**src/rtl/display_pkg.sv**
```systemverilog
// Shared definitions for the BCD scan display.
// Segment bit order is seg[0]=a ... seg[6]=g, active-high.
package display_pkg;

    typedef logic [6:0] seg_t;

    localparam seg_t SEG_0    = 7'h3F;
    localparam seg_t SEG_1    = 7'h06;
    localparam seg_t SEG_2    = 7'h5B;
    localparam seg_t SEG_3    = 7'h4F;
    localparam seg_t SEG_4    = 7'h66;
    localparam seg_t SEG_5    = 7'h6D;
    localparam seg_t SEG_6    = 7'h7D;
    localparam seg_t SEG_7    = 7'h07;
    localparam seg_t SEG_8    = 7'h7F;
    localparam seg_t SEG_9    = 7'h6F;
    localparam seg_t SEG_DASH = 7'h40;
    localparam seg_t SEG_OFF  = 7'h00;

endpackage

```
**src/rtl/seg7_decode.sv**
```systemverilog
// Combinational BCD nibble to 7-segment decoder.
// Ports:
//   i_nibble : 4-bit BCD digit
//   o_seg    : segment pattern; nibbles 10..15 show a dash
module seg7_decode
    import display_pkg::*;
(
    input  logic [3:0] i_nibble,
    output seg_t       o_seg
);

    always_comb begin
        case (i_nibble)
            4'd0:    o_seg = SEG_0;
            4'd1:    o_seg = SEG_1;
            4'd2:    o_seg = SEG_2;
            4'd3:    o_seg = SEG_3;
            4'd4:    o_seg = SEG_4;
            4'd5:    o_seg = SEG_5;
            4'd6:    o_seg = SEG_6;
            4'd7:    o_seg = SEG_7;
            4'd8:    o_seg = SEG_8;
            4'd9:    o_seg = SEG_9;
            default: o_seg = SEG_DASH;
        endcase
    end

endmodule

```
**src/rtl/bcd_scan_display.sv**
```systemverilog
// Time-multiplexed 7-segment driver for a packed BCD count.
// Each digit slot lasts SCAN_DIV cycles and opens with BLANK_CYCLES of dead time.
// Ports:
//   clk      : clock, rising edge
//   rst      : asynchronous active-high reset
//   bcd      : packed BCD, bcd[3:0] is the least significant digit
//   load     : capture bcd into the display register
//   blank_lz : leading-zero suppression enable
//   seg      : segments a..g, active-high
//   an       : one-hot digit enable, all-zero during dead time
//   frame    : one-cycle pulse when the scan wraps back to digit 0
//   err      : display register holds a nibble greater than 9
module bcd_scan_display
    import display_pkg::*;
#(
    parameter int DIGITS       = 3,
    parameter int SCAN_DIV     = 1000,
    parameter int BLANK_CYCLES = 8
)(
    input  logic                  clk,
    input  logic                  rst,
    input  logic [4*DIGITS-1:0]   bcd,
    input  logic                  load,
    input  logic                  blank_lz,
    output logic [6:0]            seg,
    output logic [DIGITS-1:0]     an,
    output logic                  frame,
    output logic                  err
);

    localparam int PW = $clog2(SCAN_DIV);
    localparam int DW = (DIGITS > 1) ? $clog2(DIGITS) : 1;

    localparam logic [PW-1:0] P_LAST  = PW'(SCAN_DIV - 1);
    localparam logic [PW-1:0] P_BLANK = PW'(BLANK_CYCLES);
    localparam logic [DW-1:0] D_LAST  = DW'(DIGITS - 1);

    logic [4*DIGITS-1:0] r_disp;
    logic [PW-1:0]       r_p;
    logic [DW-1:0]       r_d;
    seg_t                r_seg;
    logic [DIGITS-1:0]   r_an;
    logic                r_frame;
    logic                r_err;

    logic                w_p_wrap;
    logic [PW-1:0]       w_p_nxt;
    logic [DW-1:0]       w_d_nxt;
    logic [4*DIGITS-1:0] w_disp_nxt;
    logic                w_on_nxt;
    logic [3:0]          w_nibble;
    logic [DIGITS-1:0]   w_an_nxt;
    logic [DIGITS-1:0]   w_lz_mask;
    logic                w_zero_run;
    logic                w_sup;
    logic                w_err_nxt;
    seg_t                w_dec_seg;
    seg_t                w_seg_nxt;

    // All outputs are registered from next-state values so they move on
    // the same edge as the counters and the display register.
    always_comb begin
        w_p_wrap   = (r_p == P_LAST);
        w_p_nxt    = w_p_wrap ? '0 : r_p + 1'b1;
        w_d_nxt    = r_d;
        if (w_p_wrap) begin
            w_d_nxt = (r_d == D_LAST) ? '0 : r_d + 1'b1;
        end
        w_disp_nxt = load ? bcd : r_disp;
        w_on_nxt   = (w_p_nxt >= P_BLANK);
    end

    // Walk from the most significant digit down: a digit is a leading
    // zero while every nibble from it upward is zero. Digit 0 always shows.
    always_comb begin
        w_zero_run = 1'b1;
        w_lz_mask  = '0;
        w_err_nxt  = 1'b0;
        for (int k = DIGITS - 1; k >= 0; k--) begin
            w_zero_run   = w_zero_run & (w_disp_nxt[4*k +: 4] == 4'd0);
            w_lz_mask[k] = (k != 0) && w_zero_run;
            w_err_nxt    = w_err_nxt | (w_disp_nxt[4*k +: 4] > 4'd9);
        end
    end

    always_comb begin
        w_nibble = 4'd0;
        w_an_nxt = '0;
        w_sup    = 1'b0;
        for (int k = 0; k < DIGITS; k++) begin
            if (w_d_nxt == DW'(k)) begin
                w_nibble    = w_disp_nxt[4*k +: 4];
                w_an_nxt[k] = w_on_nxt;
                w_sup       = blank_lz & w_lz_mask[k];
            end
        end
    end

    seg7_decode u_dec (
        .i_nibble (w_nibble),
        .o_seg    (w_dec_seg)
    );

    always_comb begin
        w_seg_nxt = SEG_OFF;
        if (w_on_nxt && !w_sup) begin
            w_seg_nxt = w_dec_seg;
        end
    end

    always_ff @(posedge clk or posedge rst) begin
        if (rst) begin
            r_disp  <= '0;
            r_p     <= '0;
            r_d     <= '0;
            r_seg   <= SEG_OFF;
            r_an    <= '0;
            r_frame <= 1'b0;
            r_err   <= 1'b0;
        end else begin
            r_disp  <= w_disp_nxt;
            r_p     <= w_p_nxt;
            r_d     <= w_d_nxt;
            r_seg   <= w_seg_nxt;
            r_an    <= w_an_nxt;
            r_frame <= w_p_wrap && (r_d == D_LAST);
            r_err   <= w_err_nxt;
        end
    end

    assign seg   = r_seg;
    assign an    = r_an;
    assign frame = r_frame;
    assign err   = r_err;

endmodule

```
**config.mk**
```make
export PLATFORM = sky130hd
export DESIGN_NAME = bcd_scan_display
export DESIGN_NICKNAME = d
export VERILOG_FILES = /design/src/rtl/display_pkg.sv /design/src/rtl/seg7_decode.sv /design/src/rtl/bcd_scan_display.sv
export SDC_FILE = /design/constraint.sdc
export NUM_CORES = 1
export LEC_CHECK = 0
export BUFFER_PORTS_ARGS = -buffer_cell sky130_fd_sc_hd__buf_2
export CAP_MARGIN = 15
export CELL_PAD_IN_SITES_DETAIL_PLACEMENT = 1
export CELL_PAD_IN_SITES_GLOBAL_PLACEMENT = 1
export CORE_MARGIN = 3
export CORE_UTILIZATION = 48
export DETAILED_ROUTE_END_ITERATION = 16
export PLACE_DENSITY = 0.81
export SYNTH_ARGS = -nofsm -noshare
export SYNTH_HDL_FRONTEND = slang
export SYNTH_SLANG_ARGS = --single-unit
```
**constraint.sdc**
```tcl
create_clock -name clk -period 4.96 [get_ports clk]
set_clock_uncertainty 0.05 [all_clocks]
set_input_delay 0.496 -clock clk [delete_from_list [all_inputs] [get_ports clk]]
set_output_delay 0.496 -clock clk [all_outputs]
set_load 0.01 [all_outputs]
```
Word level (Yosys, flattened, before mapping)
Memory sizes are Yosys's and may differ from the RTL's.
Index checks and enable logic that the tools add are counted.
{"block": "totals", "ff_bits": 36, "mem_bits_ro": 112, "input_bits": 16, "output_inout_bits": 12, "n_memories": 1}
{"name": "(name not given)", "words": 16, "word_bits": 7, "read_ports": 1, "rd_clocked_by_memory_dff": 0, "write_ports": 0, "line_no": "seg7_decode.sv:13", "source": "case (i_nibble)"}
{"block": "op_classes", "add_sub_neg": 2, "magnitude_cmp": 4, "eq_ne": 4, "n_mux": 13, "bitwise_logic": 5, "n_reduce_logical": 6}
{"cell": "> comparator 4 bit, second input constant", "n": 3}
{"cell": "2-to-1 mux 12 bit", "n": 1}
{"cell": "2-to-1 mux 4 bit", "n": 3}
{"cell": "adder 10 x 1 -> 10 bit, second input constant", "n": 1}
{"cell": "equality test 10 bit, second input constant", "n": 1}
{"cell": ">= comparator 10 x 4 -> 1 bit, second input constant", "n": 1}
{"cell": "2-to-1 mux 10 bit", "n": 1}
{"cell": "zero test 4 bit", "n": 2}
{"cell": "2-to-1 mux 7 bit", "n": 1}
{"cell": "2-to-1 mux 1 bit", "n": 5}
{"cell": "equality test 2 bit, second input constant", "n": 2}
{"cell": "2-to-1 mux 2 bit", "n": 2}
{"cell": "AND 1 bit", "n": 3}
{"cell": "adder 2 x 1 -> 2 bit, second input constant", "n": 1}
{"cell": "equality test 2 x 1 -> 1 bit, second input constant", "n": 1}
{"cell": "logical AND 1 bit", "n": 2}
{"cell": "zero test 2 bit", "n": 1}
{"cell": "OR 1 bit", "n": 2}
{"cell": "zero test 1 bit", "n": 1}

Depth between registers and ports, before layout
Gate-level depths: netlist of run 1.
{"block": "logic_depth", "word_depth": 9, "ltp_mapped": 11}

Modules after synthesis
From an unflattened synthesis of run 1, not the netlist that was laid out.
{"block": "hier_totals", "hier_cells": 211, "hier_area_um2": 2127.0}
{"module": "bcd_scan_display", "n_inst": 1, "cells_each": 182, "area_per_inst_um2": 1901.8, "seq_area_each_um2": 900.9}
{"module": "seg7_decode", "n_inst": 1, "cells_each": 29, "area_per_inst_um2": 225.2, "seq_area_each_um2": 0.0}

Worst setup path after synthesis of run 1
Ideal clock, no wire load.
{"block": "synth_timing", "kind": "reg2reg", "start": "register r_p[0]", "end": "register r_seg[0], in the netlist seg[0]", "arrival_ns": 2.596, "path_slack_ns": 2.215, "path_stages_with_launch": 11, "path_buffers": 1, "synth_period_minus_slack_ns": 2.745, "cell_sequence": "dfrtp_1 > ha_1 > and4b_1 > buf_2 > a31oi_1 > a211oi_1 > o31ai_1 > inv_1 > ha_1 > or3_1 > a311oi_1"}
{"block": "synth_via", "elab_chain_len": 8, "elab_cells_between_ends": 17}
{"element": "start, declared", "line_no": "bcd_scan_display.sv:39", "source": "logic [PW-1:0] r_p;"}
{"element": "start signal, assigned", "line_no": "bcd_scan_display.sv:122", "source": "r_p <= w_p_nxt;"}
{"element": "parallel branches: the longest is 7 deep, another holds adder 10 x 1 -> 10 bit"}
{"element": "2-to-1 mux 7 bit (*)", "line_no": "bcd_scan_display.sv:106", "source": "if (w_on_nxt && !w_sup) begin"}
{"element": "net w_seg_nxt[0]", "line_no": "bcd_scan_display.sv:58", "source": "seg_t w_seg_nxt;"}
{"element": "end signal, assigned", "line_no": "bcd_scan_display.sv:124", "source": "r_seg <= w_seg_nxt;"}
{"element": "end, declared", "line_no": "bcd_scan_display.sv:41", "source": "seg_t r_seg;"}
Mark *: on every way through the listed nets, which the timed path passes.

Worst setup path after layout of run 1
{"block": "layout_timing", "start": "register r_p[0]", "end": "register r_seg[3], in the netlist seg[3]"}
The elaborated chain is that of the path after synthesis.

==> results of run 1 <==
==> how the worst max path moves through the flow <==
stage | start | endpoint | slack [ps]
after floorplan | r_p[0] | seg[0] | 2210
after global placement | r_p[0] | seg[5] | 1790
after detailed placement | r_p[0] | seg[3] | 1440
after CTS | r_p[0] | seg[3] | 1450
after global routing | r_p[0] | seg[3] | 1040
final | r_p[0] | seg[3] | 1470
==> power groups by stage <==
stage                     clock network [mW]  registers [mW]  logic, mW
after floorplan                            0           0.330     0.0624
after global placement                     0           0.324     0.0961
after detailed placement                   0           0.325      0.102
after CTS                              0.216           0.320      0.102
after global routing                   0.227           0.321      0.111
final                                  0.209           0.319      0.101
==> registers in the layout, indices dropped and copies added, names as in the netlist <==
register,flops
r_disp,12
seg,7
err,1
an,3
frame,1
r_d,2
r_p,10
==> tightest hold or removal path: cells and delay by family <==
| kind | cells | cell delay [ps] |
|---|---|---|
| buf+inv | 3 | 510 |
==> routing by layer <==
layer,GRT usage,routed length (um),vias up,part of all wire
met5,0,0,-,0
met3,0.0443,200,9,0.041
met4,0.0647,74,0,0.015
met2,0.363,2600,34,0.53
met1,0.240,2040,810,0.41
li1,-,-,771,-
==> through the flow <==
| step | setup WS [ps] | std cells | hold WS [ps] |
|---|---|---|---|
| 3_5_place_dp | 1440 | 264 | 457 |
| 3_3_place_gp | 1790 | 264 | 442 |
| 4_1_cts | 1450 | 272 | 260 |
| 5_1_grt | 1040 | 272 | 280 |
| 2_1_floorplan | 2210 | 197 | 422 |
| 6_report | 1470 | 272 | 245 |
==> final cells by class <==
class / count / area share
timing repair buffer: 28 / 0.0615
inverter: 13 / 0.0210
clock buffer: 8 / 0.0388
tap: 50 / 0.0270
multi-input combinational: 137 / 0.464
sequential: 36 / 0.388
==> layout by cell type, fill, tap and decap left out, types with 2 or more instances in the layout <==
cell type  synthesis  routed
xnor2_1            8       8
mux2i_1            6       6
and3_1             5       5
nor2_1             9       9
nor3_1             5       5
dfrtp_1           36      36
nand3_1            9       9
a311oi_1           4       4
ha_1               6       6
clkbuf_1           5       2
a21oi_1            5       5
o31ai_1            2       2
o221ai_1           3       3
nand3_4            2       2
xor2_1             2       2
buf_2              4      27
nand2_1           11      11
o21ai_0            5       5
a21o_1             3       3
o31ai_2            3       3
clkbuf_8           0       6
mux2_2             5       5
a31oi_1            4       4
a211oi_1          10      10
mux2_4             2       2
or3_1              4       4
nor4_1             4       4
nand4_1            3       3
inv_1             13      13
nor2b_1            2       2
==> kinds of logic after synthesis <==
| family | count (synthesis) | synth area share |
|---|---|---|
| multiplexers | 14 | 0.0752 |
| XOR/XNOR | 10 | 0.0418 |
| buffers and inverters | 24 | 0.0567 |
| adder cells (fa/ha/maj) | 6 | 0.0358 |
| AND/OR/NAND/NOR | 61 | 0.181 |
| flip-flops | 36 | 0.430 |
| AO/OA/AOI/OAI | 46 | 0.179 |
==> metrics.md, run 1 <==
| Metric | Value |
|---|---|
| CTS Buffer Depth | `2` |
| Layout filler cell count | `461` |
| Detailed Routing Iterations Pass 1 | `4` |
| Setup Fix Bufs, Post-CTS | `0` |
| Largest net degree at the start of global routing | `37` |
| Max VDD drop | `between 150 and 200 uV` |
| Initial antenna violation count | `0` |
| Max H-tree Level | `2` |
| Root Buffer | `clkbuf_8` |
| Power Dens Cells | `around 270 nW/um2` |
| Yosys top cell by area | `dfrtp_1` |
| RSZ-0062 raised after global routing | `no` |
| Max FO, Critical Path | `16` |
| Multi-input gate area in the final layout | `1080 um2` |
| MaxCap Viol Count | `0` |
| Final Max Tran Viols | `0` |
| Post-synthesis sequential area ratio | `0.430` |
| Tightest Pin Transition | `between 1000 and 1500 ps` |
| FF+latch count, synth | `36` |
| Top-area cell type share of the netlist area | `0.430` |
| Fin Setup TNS | `0 ps` |
| Post-DRT Antenna Nets | `0` |
| Outcome | `complete, no violations` |
| Critical path's slowest cell | `nor3_4` |
| Reg2Reg Depth | `9` |
| Core ar. | `roughly 4000 um2` |
| Fin crit period | `3490 ps` |
| First DRT Iteration DRCs | `96` |
| CP most frequent cell | `ha_1` |
| Finish-stage setup viols | `0` |
| Syn nets | `219` |
| WP data required | `5100 ps` |
| Crit Path Class | `reg2reg` |
| Clock power frac | `0.332` |
| First-pass GRT wire length | `approximately 8200 um` |
| Synth Flop Type | `dfrtp_1` |
| Hold Path Class | `in2async` |
| Delay of the slowest critical-path stage | `590 ps` |
| Skew-Pair Late Insertion Delay | `290 ps` |
| CP Cell Sequence | `ha_1 -> nand4b_4 -> nor3_4 -> a211oi_1 -> o31ai_1 -> inv_1 -> ha_1 -> or3_1 -> a311oi_1` |
| Yosys warning total | `0` |
| Clock sinks | `36` |
| # IOs | `28` |
| Pwr Total | `around 0.63 mW` |
| Tcrit/Tclk final | `0.703` |
| Overall Global Routing Usage | `0.203` |
| Design area | `approximately 2300 um2` |
| Clock-pin slew on the worst setup and hold paths | `~70 ps` |
| WP data arrival | `3630 ps` |
| Fmax | `0.287 GHz` |
| Post-CTS Hold Fix Bufs | `0` |
| DRC | `0` |
| Vias in the first global route | `1,748` |
| Final Hold Fails | `0` |
| Synth area leaders | `dfrtp_1, a211oi_1, ha_1, xnor2_1, mux2i_1` |
| Final wirelength | `4910 um` |
| Via count | `between 1.5k and 2k` |
| Crit path buffers/inverters | `1` |
| Buffers on Ports | `27` |
| Ant. Diodes | `0` |
| P_int | `around 0.47 mW` |
| DP Area | `between 2000 and 2500 um2` |
| FF+latch area | `901 um2` |
| Pleak | `around 1.0 nW` |
| GRT overflow | `0` |
| Initial Util | `0.509` |
| Commonest cells post-synth | `dfrtp_1, inv_1, nand2_1` |
| Die height | `between 70 and 80 um` |
| Synth cell types | `46` |
| Synth async-reset ratio | `1.00` |
| Relative slew slack | `0.322` |
| EDFF count, synth | `0` |
| Sw Share | `0.255` |
| R2r setup slk | `between 1000 and 1500 ps` |
| DIE WIDTH | `72.1 um` |
| Crit end category | `flip-flop` |
| Reg-to-reg endpoint | `seg[3]` |
| Final net count | `243` |
| Avg Cell Area, Syn | `10.6 um2` |
| # resized after CTS | `0` |
| Syn Std Cell Area | `2100 um2` |
| Worst path top cell family by delay | `simple AND/OR/NAND/NOR gates` |
| Ratio of cells with drive above 1 in the final layout | `0.243` |
| Std cell rows | `23` |
| CP Launch Type | `flip-flop` |
| Reg2reg start | `r_p[0]` |
| Fin util | `0.564` |
| Wire per inst | `18.1 um` |
| Synth Instances | `197` |
| Area delta synth->final | `10.7%` |
| TritonCTS clock tree | `built` |
| Num CTS Buffers | `5` |
| Switch Pwr | `0.161 mW` |
| RD Place Congestion | `0.910` |
| Logic pwr share | `0.160` |
| Most frequent cell after synthesis | `dfrtp_1` |
| Number of cells on the critical path | `9` |
| Reg power frac | `0.508` |
| DR vias/cell | `5.97` |
| Die ar. | `~5200 um2` |
| HPWL Detailed | `3760 um` |
Power figures use the tool's default switching activity.
==> inputs of run 2 (changes only) <==
- CORE_UTILIZATION: 48 -> 41
- PLACE_DENSITY: 0.81 -> 0.73
- clock period: 4.96 -> 3 ns (I/O delays scaled with it)
==> run 2 against run 1 <==
  * Non-clock buffer count grew 13
  * Routed wire length shrank 0.37%
  * Combinational power grew 78%
  * Utilization shrank 5.2 points
  * First-iteration DRC count shrank 42%
  * Worst setup slack lost 1300 ps
  * Cell area grew 6.3%
  * Register-to-register slack lost 1300 ps
  * Largest power group unchanged
  * Highest routed layer unchanged
==> metrics.md, run 2 (synthesis gave the netlist of run 1 again) <==
| Metric | Value |
|---|---|
| Worst hold slack | `52.3 ps (-193 ps)` |
| Crit path to | `seg[5]` |
| Setup ws final | `195 ps (-1280 ps)` |
| Tcrit/Tclk final | `0.935 (+0.232)` |
| First-pass GRT wire length | `8580 um (+5.0%)` |
| Logic pwr share | `0.169 (+0.009)` |
| TritonCTS clock tree | `built` |
| # IOs | `28 (unchanged)` |
| CP Launch Type | `flip-flop` |
| Hold Path Class | `in2async` |
| Post-DRT Antenna Nets | `0 (unchanged)` |
| Largest net degree at the start of global routing | `37 (unchanged)` |
| Final Hold Fails | `0 (unchanged)` |
| Relative slew slack | `0.537 (+0.215)` |
| Final wirelength | `4890 um (-0.37%)` |
| Worst path top cell family by delay | `simple AND/OR/NAND/NOR gates` |
| Reg-to-reg endpoint | `seg[5]` |
| Initial Util | `0.435 (-0.0742)` |
| Finish-stage setup viols | `0 (unchanged)` |
| Fin util | `0.512 (-0.0518)` |
| Reg2Reg Depth | `9 (unchanged)` |
| DP Area | `2340 um2 (+5.0%)` |
| Via count | `1,653 (+1.8%)` |
| Reg2reg start | `r_p[0]` |
| DRC | `0 (unchanged)` |
| Core ar. | `4820 um2 (+17%)` |
| Switch Pwr | `0.277 mW (+72%)` |
| Max FO, Critical Path | `8 (-8)` |
| Clock sinks | `36 (unchanged)` |
| P_int | `0.786 mW (+68%)` |
| Clock-pin slew on the worst setup and hold paths | `70 ps (about the same)` |
| Pleak | `1.10 nW (+6.4%)` |
| CTS Buffer Depth | `2 (unchanged)` |
| DIE WIDTH | `77.5 um (+7.5%)` |
| Vias in the first global route | `1,769 (+1.2%)` |
| Crit Path Class | `reg2reg` |
| Critical Path Source | `r_p[0]` |
| Die height | `77.5 um (+7.5%)` |
| R2r setup slk | `190 ps (-1280 ps)` |
| Fmax | `0.356 GHz (+24%)` |
| MaxCap Viol Count | `0 (unchanged)` |
| Max H-tree Level | `2 (unchanged)` |
| CP Cell Sequence | `ha_4 -> nand4b_4 -> nor4_1 -> a211oi_1 -> o31ai_2 -> inv_1 -> ha_1 -> or3_1 -> a311oi_1` |
| Crit end category | `flip-flop` |
| WP data required | `3150 ps (-1950 ps)` |
| Sw Share | `0.260 (+0.00500)` |
| Root Buffer | `clkbuf_8` |
| Pre-CTS setup slack | `35.8 ps (-1410 ps)` |
| Ant. Diodes | `0 (unchanged)` |
| DR vias/cell | `5.47 (-8.3%)` |
| Max reg flops | `12 (unchanged)` |
| Wire per inst | `16.2 um (-10%)` |
| Crit path buffers/inverters | `1 (unchanged)` |
| Final Max Tran Viols | `0 (unchanged)` |
| Number of cells on the critical path | `9 (unchanged)` |
| Skew-Pair Late Insertion Delay | `290 ps (about the same)` |
| Ratio of cells with drive above 1 in the final layout | `0.294 (+0.0504)` |
| Buffers on Ports | `27 (unchanged)` |
| Overall Global Routing Usage | `0.178 (-0.0244)` |
| Design area | `2470 um2 (+6.3%)` |
| Die ar. | `6010 um2 (+16%)` |
| Std cell rows | `25 (+8.7%)` |
| Reg power frac | `0.497 (-0.011)` |
| Critical path's slowest cell | `dfrtp_1` |
| RD Place Congestion | `0.835 (-8.2%)` |
| Most common cell after layout, fill and taps aside | `dfrtp_1` |
| Detailed Routing Iterations Pass 1 | `4 (unchanged)` |
| Max VDD drop | `167 uV (+9.6%)` |
| Clock power frac | `0.334 (+0.002)` |
| WP data arrival | `2950 ps (-680 ps)` |
| Num CTS Buffers | `5 (unchanged)` |
| Delay of the slowest critical-path stage | `460 ps (-130 ps)` |
| Area delta synth->final | `17.7%` |
| GRT overflow | `0 (unchanged)` |
| Layout filler cell count | `564 (+22%)` |
| Final net count | `256 (+5.3%)` |
| Fin crit period | `2810 ps (-682 ps)` |
| Tightest Pin Transition | `694 ps (-315 ps)` |
| Commonest cells after routing, fill and taps aside | `dfrtp_1, buf_2, buf_4` |
| Register name with the most flops | `r_disp` |
| Post-CTS Hold Fix Bufs | `0 (unchanged)` |
| Initial antenna violation count | `0 (unchanged)` |
| First DRT Iteration DRCs | `56 (-42%)` |
| Outcome | `complete, no violations` |
| Power Dens Cells | `431 nW/um2 (+59%)` |
| HPWL Detailed | `3730 um (-0.69%)` |
[run 2: cell types whose count changed in the layout (fill, tap and decap cells not counted)]
cell | previous run | this run
ha_1 | 6 | 5
buf_4 | 1 | 14
o31ai_2 | 3 | 2
nor4_1 | 4 | 3
o31ai_4 | 0 | 1
nor4_2 | 1 | 2
ha_4 | 0 | 1
[run 2: tightest hold or removal path: stages]
cell,delay (ps)
buf_2,90
inv_1,40
buf_4,390
[run 2: layer usage]
layer | track usage | routed length [um]
met5 | 0 | 0
met4 | 0.0480 | 51
met3 | 0.0360 | 120
met2 | 0.316 | 2530
met1 | 0.219 | 2200
[run 2: layout make-up]
| cell class | instances | area (um2) | area share |
|---|---|---|---|
| inverters | 13 | 48.8 | 0.0198 |
| repair buffers | 41 | 240 | 0.0974 |
| well taps | 67 | 83.8 | 0.0340 |
| flip-flops and latches | 36 | 901 | 0.365 |
| multi-input cells | 137 | 1100 | 0.447 |
| clock buffers | 8 | 90.1 | 0.0365 |
[run 2: timing repair]
item                                    in CTS  in global routing
gates resized for setup                      0                  4
endpoints found under the setup margin       0                  5
buffers inserted                             0                  1
[run 2: power groups by stage]
stage	Combinational, mW	Clock, mW	Sequential [mW]
after global placement	0.176	0	0.536
after global routing	0.201	0.386	0.532
after detailed placement	0.179	0	0.538
after floorplan	0.103	0	0.546
after CTS	0.180	0.368	0.528
final	0.180	0.355	0.528
[run 2: metrics by stage]
step / TNS, ps / std cells / power [mW]
6_report: 0 / 302 / 1.06
5_1_grt: -55.0 / 302 / 1.12
4_1_cts: 0 / 301 / 1.08
3_5_place_dp: 0 / 293 / 0.717
3_3_place_gp: 0 / 293 / 0.711
2_1_floorplan: 0 / 197 / 0.649
[run 2: worst min path at each step]
stage	endpoint	slack, ps	cells past startpoint
after floorplan	r_disp[9]	410	2
after global placement	r_disp[3]	370	3
after detailed placement	r_disp[3]	380	3
after CTS	seg[6]	60	3
after global routing	r_disp[3]	100	3
final	r_disp[3]	50	3
